### src/rtl/cmd_sched_pkg.sv
// Shared opcodes, FSM state type and opcode classification for cmd_scheduler.
// Read opcodes return the controller's dout; every other opcode returns 8'h00.
package cmd_sched_pkg;

  localparam logic [3:0] CMD_NOP   = 4'd0;
  localparam logic [3:0] CMD_RD_P1 = 4'd1;
  localparam logic [3:0] CMD_RD_P2 = 4'd2;
  localparam logic [3:0] CMD_RD_P3 = 4'd3;
  localparam logic [3:0] CMD_RD_P4 = 4'd4;
  localparam logic [3:0] CMD_CLR   = 4'd5;
  localparam logic [3:0] CMD_DIFF  = 4'd6;
  localparam logic [3:0] CMD_PWM1  = 4'd9;
  localparam logic [3:0] CMD_PWM2  = 4'd10;
  localparam logic [3:0] CMD_PWM3  = 4'd11;
  localparam logic [3:0] CMD_PWM4  = 4'd12;
  localparam logic [3:0] CMD_ID    = 4'd15;

  typedef enum logic [1:0] {
    IDLE = 2'd0,
    HOLD = 2'd1,
    STOP = 2'd2
  } state_t;

  function automatic logic is_read(input logic [3:0] opcode);
    case (opcode)
      CMD_RD_P1, CMD_RD_P2, CMD_RD_P3, CMD_RD_P4, CMD_DIFF, CMD_ID: return 1'b1;
      CMD_NOP, CMD_CLR: return 1'b0;
      default: return 1'b0;
    endcase
  endfunction

  function automatic logic is_pwm(input logic [3:0] opcode);
    case (opcode)
      CMD_PWM1, CMD_PWM2, CMD_PWM3, CMD_PWM4: return 1'b1;
      default: return 1'b0;
    endcase
  endfunction

endpackage

### src/rtl/rr_arbiter.sv
// Combinational round-robin arbiter: searches upward from the requester after
// ptr and returns a one-hot grant (all zero when nothing is requested).
module rr_arbiter
  import cmd_sched_pkg::*;
#(
  parameter int NREQ = 2,
  parameter int PW   = 1
) (
  input  logic [NREQ-1:0] req,
  input  logic [PW-1:0]   ptr,
  output logic [NREQ-1:0] grant
);

  int   idx;
  logic found;

  always_comb begin
    grant = '0;
    found = 1'b0;
    idx   = 0;
    for (int k = 1; k <= NREQ; k++) begin
      idx = (int'(ptr) + k) % NREQ;
      if (!found && req[idx[PW-1:0]]) begin
        grant[idx[PW-1:0]] = 1'b1;
        found = 1'b1;
      end
    end
  end

endmodule

### src/rtl/cmd_scheduler.sv
// Round-robin sequencer for the 12-bit output-controller command bus.
// Optional watchdog stop sequence enabled with macro CMD_SCHEDULER_WDOG_EN.
module cmd_scheduler
  import cmd_sched_pkg::*;
#(
  parameter int NREQ        = 2,
  parameter int HOLD_CYCLES = 2,
  parameter int WDOG_CYCLES = 1_000_000
) (
  input  logic                 clk_sm2,
  input  logic                 rst_n,
  input  logic [NREQ-1:0]      req_valid,
  input  logic [12*NREQ-1:0]   req_cmd,
  output logic [NREQ-1:0]      req_ready,
  output logic [NREQ-1:0]      rsp_valid,
  output logic [7:0]           rsp_data,
  output logic [11:0]          cmdata,
  input  logic [7:0]           dout_in,
  output logic                 busy,
  output logic                 wdog_trip
);

  localparam int PW = $clog2(NREQ);
  localparam int CW = (HOLD_CYCLES > 2) ? $clog2(HOLD_CYCLES) : 1;

  if (HOLD_CYCLES < 2) begin : g_hold_chk
    $error("cmd_scheduler: HOLD_CYCLES must be at least 2");
  end
  if (NREQ < 2 || NREQ > 8) begin : g_nreq_chk
    $error("cmd_scheduler: NREQ must be in 2..8");
  end
  if (WDOG_CYCLES < 1) begin : g_wdog_chk
    $error("cmd_scheduler: WDOG_CYCLES must be positive");
  end

  state_t          state, next_state;
  logic [PW-1:0]   ptr;
  logic [PW-1:0]   gnt_idx;
  logic [CW-1:0]   cnt;
  logic [1:0]      stop_idx;
  logic            stop_gap;
  logic [NREQ-1:0] grant;
  logic            trip_pending;
  logic            hold_done;
  logic            hs;

  rr_arbiter #(.NREQ(NREQ), .PW(PW)) u_arb (
    .req   (req_valid),
    .ptr   (ptr),
    .grant (grant)
  );

  assign req_ready = (rst_n && state == IDLE && !trip_pending) ? grant : '0;
  assign hs        = |(req_valid & req_ready);
  assign hold_done = (cnt == CW'(HOLD_CYCLES - 1));
  assign busy      = (state != IDLE);

  always_comb begin
    gnt_idx = '0;
    for (int i = 0; i < NREQ; i++) begin
      if (grant[i]) gnt_idx = PW'(i);
    end
  end

  always_comb begin
    next_state = state;
    case (state)
      IDLE: begin
        if (trip_pending)  next_state = STOP;
        else if (hs)       next_state = HOLD;
      end
      HOLD: if (hold_done) next_state = IDLE;
      STOP: if (!stop_gap && hold_done && stop_idx == 2'd3) next_state = IDLE;
      default: next_state = IDLE;
    endcase
  end

  always_ff @(posedge clk_sm2 or negedge rst_n) begin
    if (!rst_n) state <= IDLE;
    else        state <= next_state;
  end

  // The STOP sequence reuses the hold counter, with a one-cycle NOP gap between
  // commands so it looks exactly like back-to-back requester traffic.
  always_ff @(posedge clk_sm2 or negedge rst_n) begin
    if (!rst_n) begin
      cmdata    <= 12'h000;
      ptr       <= PW'(NREQ - 1);
      cnt       <= '0;
      rsp_valid <= '0;
      rsp_data  <= 8'h00;
      stop_idx  <= 2'd0;
      stop_gap  <= 1'b0;
    end else begin
      rsp_valid <= '0;
      case (state)
        IDLE: begin
          if (trip_pending) begin
            cmdata   <= {CMD_PWM1, 8'h00};
            cnt      <= '0;
            stop_idx <= 2'd0;
            stop_gap <= 1'b0;
          end else if (hs) begin
            cmdata <= req_cmd[int'(gnt_idx)*12 +: 12];
            ptr    <= gnt_idx;
            cnt    <= '0;
          end
        end
        HOLD: begin
          if (hold_done) begin
            rsp_data       <= is_read(cmdata[11:8]) ? dout_in : 8'h00;
            rsp_valid[ptr] <= 1'b1;
            cmdata         <= {CMD_NOP, 8'h00};
          end else begin
            cnt <= cnt + 1'b1;
          end
        end
        STOP: begin
          if (stop_gap) begin
            cmdata   <= {CMD_PWM1 + {2'b00, stop_idx} + 4'd1, 8'h00};
            stop_idx <= stop_idx + 2'd1;
            cnt      <= '0;
            stop_gap <= 1'b0;
          end else if (hold_done) begin
            cmdata   <= {CMD_NOP, 8'h00};
            stop_gap <= 1'b1;
          end else begin
            cnt <= cnt + 1'b1;
          end
        end
        default: cmdata <= 12'h000;
      endcase
    end
  end

`ifdef CMD_SCHEDULER_WDOG_EN
  localparam int WW = (WDOG_CYCLES > 1) ? $clog2(WDOG_CYCLES) : 1;

  logic [WW-1:0] wdog_cnt;
  logic          wdog_pend;
  logic          pwm_done;
  logic          stop_exit;

  assign pwm_done     = (state == HOLD) && hold_done && is_pwm(cmdata[11:8]);
  assign stop_exit    = (state == STOP) && !stop_gap && hold_done && (stop_idx == 2'd3);
  assign trip_pending = wdog_pend;
  assign wdog_trip    = (state == STOP);

  // The counter saturates at the timeout so a trip cannot re-arm mid-STOP;
  // leaving STOP restarts the timeout window.
  always_ff @(posedge clk_sm2 or negedge rst_n) begin
    if (!rst_n) begin
      wdog_cnt  <= '0;
      wdog_pend <= 1'b0;
    end else begin
      if (stop_exit || pwm_done)                    wdog_cnt <= '0;
      else if (wdog_cnt != WW'(WDOG_CYCLES - 1))    wdog_cnt <= wdog_cnt + 1'b1;
      if (state == IDLE && wdog_pend)               wdog_pend <= 1'b0;
      else if (state != STOP && wdog_cnt == WW'(WDOG_CYCLES - 1)) wdog_pend <= 1'b1;
    end
  end
`else
  assign trip_pending = 1'b0;
  assign wdog_trip    = 1'b0;
`endif

endmodule

### config.mk
export PLATFORM = sky130hd
export DESIGN_NAME = cmd_scheduler
export DESIGN_NICKNAME = d
export VERILOG_FILES = /design/src/rtl/cmd_sched_pkg.sv /design/src/rtl/rr_arbiter.sv /design/src/rtl/cmd_scheduler.sv
export SDC_FILE = /design/constraint.sdc
export NUM_CORES = 1
export LEC_CHECK = 0
export CORE_MARGIN = 2
export CORE_UTILIZATION = 36
export DETAILED_ROUTE_END_ITERATION = 16
export GPL_ROUTABILITY_DRIVEN = 0
export MAX_ROUTING_LAYER = met4
export PLACE_DENSITY = 0.76
export SLEW_MARGIN = 15
export SYNTH_ARGS = -nofsm -noshare
export SYNTH_HDL_FRONTEND = slang
export SYNTH_SLANG_ARGS = --single-unit
### constraint.sdc
create_clock -name clk_sm2 -period 1.3 [get_ports clk_sm2]
set_input_delay 0.195 -clock clk_sm2 [delete_from_list [all_inputs] [get_ports clk_sm2]]
set_output_delay 0.195 -clock clk_sm2 [all_outputs]
set_load 0.02 [all_outputs]
==> flow_summary.ini <==
[logic_synthesis]
synth.area.top_cells = dfrtp_1 (49%), mux2i_1 (26%), nand2_1 (4.2%)
netlist_instances = 105
synth_area_per_cell_sq_um = 11.8
synth_seq_area_share = 0.507
synth_enable_flop_cells = 0
synth_most_common_cell = mux2i_1
synth_area_sq_um = 1240
synth_top_area_share = 0.485
ys_warn_count = 0
synth-async-reset-ratio = 1.00
ys_types = 26
synth_top_cell_by_area = dfrtp_1
ys.flop_type = dfrtp_1
ys_top_cells_by_count = mux2i_1 (32), dfrtp_1 (24), nand2_1 (14), a21oi_1 (10)
syn_nets = 141
synth_seq_cells = 25

[placed_design]
placed_cells = 215
port_buffers = 60
dp_hpwl_mm = 2.34
post-place-ws_ns = -0.649
post_dp_cell_area_sq_um = 1940

[global_routing]
grt-ovfl-total = 0
grt_max_degree = 26
grt_use_total = 0.165
antenna_found_initial = 0
grt_pass1_wl_mm = 5.00
grt_pass1_vias = 1067

[route]
wl_mm = 3.10
routedWlPerCell_microns = 13.8
vias_per_cell = 4.73
drtPass1Iterations = 4
ant_nets = 0
drt-initial-drc-count = 17
drc = 0
dr_total_vias = 1059

[finish]
area_growth_pct = 66.3
drive_above_1_share = 0.247
nets = 215
n_antenna_cell = 0
nFillCells = 294
design_area_sq_um = 2060
stdcell_count = 224

[die]
start_util = 0.374
io_pins = 62
dieArea_sq_um = 3920
die_h_microns = 62.6
die_x_microns = 62.6
rows = 21
coreArea_sq_um = 3310

[cts]
cts_buffer_depth = 2
root_buffer = clkbuf_4
cts-buffers-inserted = 3
ctsHoldBuffers = 0
cts.sinks = 25
cts_max_level = 1
clk_latency_ns = 0.31
clk_pin_slew_worst_paths_ns = 0.14
cts_tree = built

[timing]
period_share = 1.13
skew_ns = 0.0109
maxSlewViolCount = 0
fmax_mhz = 679
whs_ns = 0.344
hold_violations = 0
final-setup-viol-count = 2
fin_crit_ns = 1.47
setup_ws_ns = -0.174
rsz0062_at_grt = yes

[worst_setup_path]
crit_fanout = 3
worstPathRequired_ns = 1.11
end_kind = primary output
path_class = reg -> out
cp.arrival_ns = 1.28
startpoint_type = flip-flop

[power]
leakage_uw = 0.00107
power_per_cell_area_nw_per_um2 = 2040
p_total_uw = 4200
ir_drop_uv = 985

[run]
maxCapViolCount = 0

[run_status]
status = finished with violations
violations = negative setup slack

[min_path]
hp-class = in -> async
-- worst paths after layout --
check / start / endpoint / slack (ns) / depth (start not counted)
max: ptr / req_ready[1] / -0.17 / 3
max reg2reg: ptr / cmdata[4] / 0.01 / 4
max in group asynchronous: rst_n / ptr / 0.65 / 2
min: rst_n / cmdata[1] / 0.34 / 2
min reg2reg: cmdata[1] / cmdata[1] / 0.53 / 2
min in group clk_sm2: dout_in[0] / rsp_data[0] / 0.48 / 3
-- registers in the layout, indices dropped and copies added, names as in the netlist --
name and count:
cmdata 12, rsp_data 8, rsp_valid 2, cnt 1
ptr 1, state 1
-- through the flow --
| step | TNS, ns | utilization |
|---|---|---|
| 4_1_cts | -0.347 | 0.602 |
| 6_report | -0.344 | 0.622 |
| 3_3_place_gp | -4.14 | 0.587 |
| 2_1_floorplan | -0.00394 | - |
| 3_5_place_dp | -4.86 | 0.587 |
| 5_1_grt | -0.778 | 0.622 |
-- power by group --
part,total (uW),switching (uW),internal (uW)
registers,1380,245,1130
clock network,341,224,117
logic,2480,1270,1210
total,4200,1740,2460
-- area by class of cell --
cell class,count,area (sq um),area share
repair buffers,76,741,0.360
flip-flops and latches,25,628,0.305
multi-input cells,71,594,0.289
well taps,46,57.6,0.0280
clock buffers,3,22.5,0.0109
clock inverters,1,7.51,0.00365
inverters,2,7.51,0.00365
-- metal layers --
layer  part of all wire  track usage  vias up
li1                   -            -      508
met1               0.40        0.190      511
met2               0.53        0.293       36
met3              0.052       0.0270        4
met4              0.014       0.0500        0
met5                  0            -        -
-- cells by family after synthesis --
logic type	share of synthesized area
buf+inv	0.0657
flops	0.507
mux	0.259
compound gates	0.0849
simple gates	0.0809
other cells	0.00303
-- critical path, stage by stage, from the launching register on --
cell and delay (ns):
dfstp_2 0.41, a21bo_4 0.23, nor3b_4 0.19, buf_6 0.14
-- placed cells by master (no fill, tap or decap), drive strengths merged, types with 2 or more instances in the layout --
cell type       n
a21oi          10
buf            19
clkbuf          6
clkdlybuf4s15   4
clkdlybuf4s50  35
dfrtp          24
dlygate4sd2    15
inv             2
mux2i          32
nand2          14
o21ai           2
-- repair_timing --
item	in CTS	in global routing
setup buffers	2	4
gates cloned	0	0
setup endpoints to repair	38	30
pin swaps	3	1
resized for setup	50	22
Power figures use the tool's default switching activity.
